**src/rtl/ring_counter_pkg.sv**
```systemverilog
`default_nettype none
// ============================================================================
// Module      : ring_counter_pkg
// Description : Shared constants and helpers for the multi-mode ring counter
// Revision    : 1.0 - initial release
// ============================================================================
package ring_counter_pkg;

  localparam logic MODE_RING    = 1'b0;
  localparam logic MODE_JOHNSON = 1'b1;

  localparam logic DIR_LSB = 1'b0;
  localparam logic DIR_MSB = 1'b1;

  // Phase index must cover the longest period (Johnson, 2*W steps)
  function automatic int phase_width(input int w);
    return $clog2(2 * w);
  endfunction

endpackage
`default_nettype wire

```
**src/rtl/ring_legal_check.sv**
```systemverilog
`default_nettype none
// ============================================================================
// Module      : ring_legal_check
// Description : Combinational legality test of a counter state for the
//               selected mode (one-hot for ring, thermometer for Johnson)
// Revision    : 1.0 - initial release
// ============================================================================
module ring_legal_check
  import ring_counter_pkg::*;
#(
  parameter int WIDTH = 4
) (
  input  logic [WIDTH-1:0] state,
  input  logic             mode,
  output logic             legal
);

  // Marks every position where two neighbouring bits differ
  logic [WIDTH-2:0] edge_bits;

  assign edge_bits = state[WIDTH-1:1] ^ state[WIDTH-2:0];

  // Ring states are one-hot; Johnson states have at most one 0/1 boundary
  always_comb begin
    legal = 1'b0;
    if (mode == MODE_RING) begin
      legal = ($countones(state) == 1);
    end else begin
      legal = ($countones(edge_bits) <= 1);
    end
  end

endmodule
`default_nettype wire

```
**src/rtl/ring_counter_multi.sv**
```systemverilog
`default_nettype none
// ============================================================================
// Module      : ring_counter_multi
// Description : Parametrised ring / Johnson counter with run-time mode and
//               direction select, enable, parallel load, illegal-state
//               detection with optional self-correction, wrap pulse and
//               phase index
// Revision    : 1.0 - initial release
// ============================================================================
module ring_counter_multi
  import ring_counter_pkg::*;
#(
  parameter int               WIDTH       = 4,
  parameter logic [WIDTH-1:0] INIT        = {1'b1, {(WIDTH-1){1'b0}}},
  parameter bit               AUTOCORRECT = 1'b1,
  localparam int              PW          = phase_width(WIDTH)
) (
  input  logic             clk,
  input  logic             rst,
  input  logic             en,
  input  logic             load,
  input  logic [WIDTH-1:0] D,
  input  logic             mode,
  input  logic             dir,
  output logic [WIDTH-1:0] Qn,
  output logic [PW-1:0]    phase,
  output logic             wrap,
  output logic             illegal
);

  localparam logic [PW-1:0] LAST_RING    = PW'(WIDTH - 1);
  localparam logic [PW-1:0] LAST_JOHNSON = PW'(2 * WIDTH - 1);

  logic [WIDTH-1:0] qn_q, qn_d;
  logic [WIDTH-1:0] origin_q, origin_d;
  logic [PW-1:0]    phase_q, phase_d;
  logic             wrap_q, wrap_d;
  logic             prev_mode_q, prev_mode_d;

  logic             legal;
  logic             mode_change;
  logic [WIDTH-1:0] base_origin;
  logic [PW-1:0]    base_phase;
  logic [PW-1:0]    phase_last;
  logic [WIDTH-1:0] shifted;
  logic [WIDTH-1:0] target;

  ring_legal_check #(
    .WIDTH (WIDTH)
  ) u_legal (
    .state (qn_q),
    .mode  (mode),
    .legal (legal)
  );

  assign illegal = ~legal;

  // Mode-change rebase plus the shifted candidate for each mode/direction
  always_comb begin
    mode_change = (mode != prev_mode_q);
    // A mode switch restarts the phase count from the current state
    base_origin = mode_change ? qn_q : origin_q;
    base_phase  = mode_change ? '0   : phase_q;
    phase_last  = (mode == MODE_JOHNSON) ? LAST_JOHNSON : LAST_RING;
    target      = (mode == MODE_JOHNSON) ? '0 : INIT;
    shifted     = qn_q;
    case ({mode, dir})
      {MODE_RING,    DIR_LSB}: shifted = {qn_q[0], qn_q[WIDTH-1:1]};
      {MODE_RING,    DIR_MSB}: shifted = {qn_q[WIDTH-2:0], qn_q[WIDTH-1]};
      {MODE_JOHNSON, DIR_LSB}: shifted = {~qn_q[0], qn_q[WIDTH-1:1]};
      {MODE_JOHNSON, DIR_MSB}: shifted = {qn_q[WIDTH-2:0], ~qn_q[WIDTH-1]};
      default:                 shifted = qn_q;
    endcase
  end

  // Next state: load > correction > enabled shift > hold
  always_comb begin
    qn_d        = qn_q;
    origin_d    = base_origin;
    phase_d     = base_phase;
    wrap_d      = 1'b0;
    prev_mode_d = mode;
    if (load) begin
      qn_d     = D;
      origin_d = D;
      phase_d  = '0;
    end else if (AUTOCORRECT && en && illegal) begin
      qn_d     = target;
      origin_d = target;
      phase_d  = '0;
    end else if (en) begin
      qn_d    = shifted;
      phase_d = (base_phase == phase_last) ? '0 : base_phase + PW'(1);
      wrap_d  = (shifted == base_origin);
    end
  end

  // State registers with asynchronous active-low reset
  always_ff @(posedge clk or negedge rst) begin
    if (!rst) begin
      qn_q        <= INIT;
      origin_q    <= INIT;
      phase_q     <= '0;
      wrap_q      <= 1'b0;
      prev_mode_q <= MODE_RING;
    end else begin
      qn_q        <= qn_d;
      origin_q    <= origin_d;
      phase_q     <= phase_d;
      wrap_q      <= wrap_d;
      prev_mode_q <= prev_mode_d;
    end
  end

  assign Qn    = qn_q;
  assign phase = phase_q;
  assign wrap  = wrap_q;

endmodule
`default_nettype wire

```
**config.mk**
```make
export PLATFORM = sky130hd
export DESIGN_NAME = ring_counter_multi
export DESIGN_NICKNAME = d
export VERILOG_FILES = /design/src/rtl/ring_counter_pkg.sv /design/src/rtl/ring_legal_check.sv /design/src/rtl/ring_counter_multi.sv
export SDC_FILE = /design/constraint.sdc
export NUM_CORES = 1
export LEC_CHECK = 0
export BUFFER_PORTS_ARGS = -buffer_cell sky130_fd_sc_hd__buf_2
export CAP_MARGIN = 10
export CORE_MARGIN = 3
export CORE_UTILIZATION = 35
export DETAILED_ROUTE_END_ITERATION = 16
export GPL_TIMING_DRIVEN = 0
export PLACE_DENSITY = 0.61
export SYNTH_ARGS = -nofsm -noshare
export SYNTH_HDL_FRONTEND = slang
export SYNTH_HIERARCHICAL = 1
export SYNTH_SLANG_ARGS = --single-unit
```
**constraint.sdc**
```tcl
create_clock -name clk -period 2.75 [get_ports clk]
set_input_delay 0.275 -clock clk [delete_from_list [all_inputs] [get_ports clk]]
set_output_delay 0.275 -clock clk [all_outputs]
set_load 0.01 [all_outputs]
```
==> flow_summary.yaml <==
drt:
  via_per_inst: 5.15
  vias: 845
  detail_route.wl_per_cell_um: 13.7
  wl_um: 2240
  drtPass1Iterations: 4
  first_iter_violations: 21
  ant_nets: 0
  route.detailed.drc: 0
setup_path:
  end_kind: "primary output"
  path_max_fanout: 2
  cp_slowest_stage_delay_ps: 560
  crit_chain: "inv_2 -> fa_1 -> inv_2 -> ha_4 -> ha_4 -> nor4b_4 -> a21o_1 -> inv_1 -> buf_2"
  critPathBufInv: 4
  path_delay_family: "adder cells"
  cp.required_ps: 2480
  arrival_ps: 2400
  critPathLaunchType: "flop"
  crit_slowest_cell: "dfstp_2"
  worstSetupPathType: "reg -> out"
placement:
  io_buffers: 17
  gp_congestion: 0.790
  post_dp_cell_area_um2: 1130
  dp_hpwl_um: 1620
  dp_slack_ps: -113
  dp_cells: 155
sta:
  timing.final.crit_share_pct: 97.2
  fin_ws_ps: 76.8
  setup_viol: 0
  clock.fmax_mhz: 374
  min_period_ps: 2670
  rsz0062_at_grt: "true"
  slew_headroom_pct: 70.4
  tightest_slew_ps: 443
  slew_viol_final: 0
  fin_tns_setup_ps: 0
  hold_viol_final: 0
  skew_ps: 4.39
logic_synthesis:
  synth_nets: 126
  syn_area_um2: 1000
  synth.area.top_cells: "dfrtp_1 (27%), ha_1 (8.7%), mux2i_1 (6.0%)"
  synthArstFlopShare_pct: 100
  synth.distinct_cells: 32
  ys_ff_latch: 13
  ys_warn_count: 6
  synth_most_common_cell: "nand2_1"
  synth_common_cells: "nand2_1 (12), dfrtp_1 (11), inv_1 (11)"
  yosysSeqAreaShare_pct: 32.6
  postSynthCellCount: 108
  synth_top_area_share_pct: 27.4
  yosysTopAreaCell: "dfrtp_1"
  synth_edf_count: 0
  ys.flop_type: "dfrtp_1"
  postSynthAreaPerCell_um2: 9.30
floorplan:
  io_pins: 19
  die_w_um: 59.6
  die-area_um2: 3550
  floorplan.initialDensity_pct: 38.5
  core_area_um2: 2610
  die_h_um: 59.6
  rows: 18
layout:
  area_delta_synth_final_pct: 23.5
  antenna_cells: 0
  final_area_um2: 1240
  fin_cells: 164
  drive_gt1_share_pct: 32.1
  fin_nets: 153
cts:
  clk_pin_slew_ps: 80
  clock_path_buffers: 2
  clk_latency_ps: 280
  htreeDepth: 1
  cts_buffers: 3
  cts_sinks: 13
  cts_tree: "yes"
  cts-root-buf: "clkbuf_4"
global_route:
  grt_pass1_wl_um: 3860
  track_usage_pct: 14.4
  grt_max_degree: 14
  antenna_found_initial: 0
  overflow: 0
  first_global_vias: 859
power_and_ir_drop:
  power_density_nw_per_um2: 521
  power_leakage_nw: 0.593
  ir_drop_mv: 0.414
  p_total_w: 0.000646
flow_run:
  drv_cap: 0
min_path:
  hold_path.class: "in -> reg"
outcome:
  status: "finished, final reports clean"
## cells by family (layout without fill, tap and decap cells)
family	after synthesis	after routing	share of synthesized area [%]
simple gates	30	30	15.1
compound gates	22	22	13.3
buf+inv	16	42	8.34
flops	13	13	32.6
xor+xnor	11	11	11.5
fa+ha+maj	8	8	10.7
mux	8	8	8.47
## path summary, 6_finish.rpt
path                                       startpoint                    end  slack, ps  cells after the start
worst min-delay path                             mode  prev_mode_q$_DFF_PN0_        180                      1
min in group asynchronous                         rst     phase[0]$_DFF_PN0_        400                      2
worst max register to register      Qn[3]$_DFFE_PN1P_  origin_q[3]$_DFF_PN1_        140                     13
max in group asynchronous                         rst      Qn[3]$_DFFE_PN1P_       2070                      2
worst min register to register  origin_q[0]$_DFF_PN0_  origin_q[0]$_DFF_PN0_        570                      2
worst max-delay path                Qn[3]$_DFFE_PN1P_                illegal         80                      9
## cells in the final DEF, fill, tap and decap left out, drive strengths merged, types with 2 or more instances in the layout
cell and instances:
ha 7, o21ai 7, a31oi 3, mux2i 7
and2 3, xor2 6, dfrtp 11, inv 11
a21oi 4, nand2b 4, nor2b 2, a22oi 2
o22ai 2, buf 23, xnor2 5, dfstp 2
nor2 6, nand2 12, clkbuf 7
## per-layer routing
layer  vias to the layer above  GRT usage, %  share of wire, %
met5                         -             0                 0
met4                         0          2.22              0.76
li1                        415             -                 -
met1                       409          17.3                43
met2                        17          25.4                53
met3                         4          4.58               3.6
## power breakdown
| group | switching (W) | leakage [nW] | internal (W) | total, W |
|---|---|---|---|---|
| combinational | 0.000155 | 0.418 | 0.000142 | 0.000297 |
| sequential | 0.0000190 | 0.160 | 0.000213 | 0.000232 |
| clock | 0.0000616 | 0.0150 | 0.0000562 | 0.000118 |
## cell type report
| type | instances | area [um2] |
|---|---|---|
| tap | 30 | 37.5 |
| inverter | 11 | 41.3 |
| clock buffer | 4 | 26.3 |
| multi-input combinational | 79 | 638 |
| fill | 257 | 1370 |
| sequential | 13 | 330 |
| buffer | 5 | 42.5 |
| timing repair buffer | 22 | 125 |
## sequential cells by signal (all words and copies together), names as in the netlist
register     flops
origin_q         4
Qn               4
prev_mode_q      1
wrap             1
phase            3
## timing repair
item | 4_1_cts | 5_1_grt
hold buffers | 1 | 0
pin swaps | 2 | 3
hold endpoints to repair | 11 | 0
setup buffers | 4 | 0
endpoints found under the setup margin | 8 | 6
gates resized for setup | 5 | 9
## stage by stage
step                util [%]  hold slack, ps
floorplan                  -           -20.6
detailed placement      43.2             181
finish                  47.5             180
CTS                     46.6             159
global route            47.5             169
global placement        43.2             178
No activity file was read; power rests on OpenSTA's default activity.
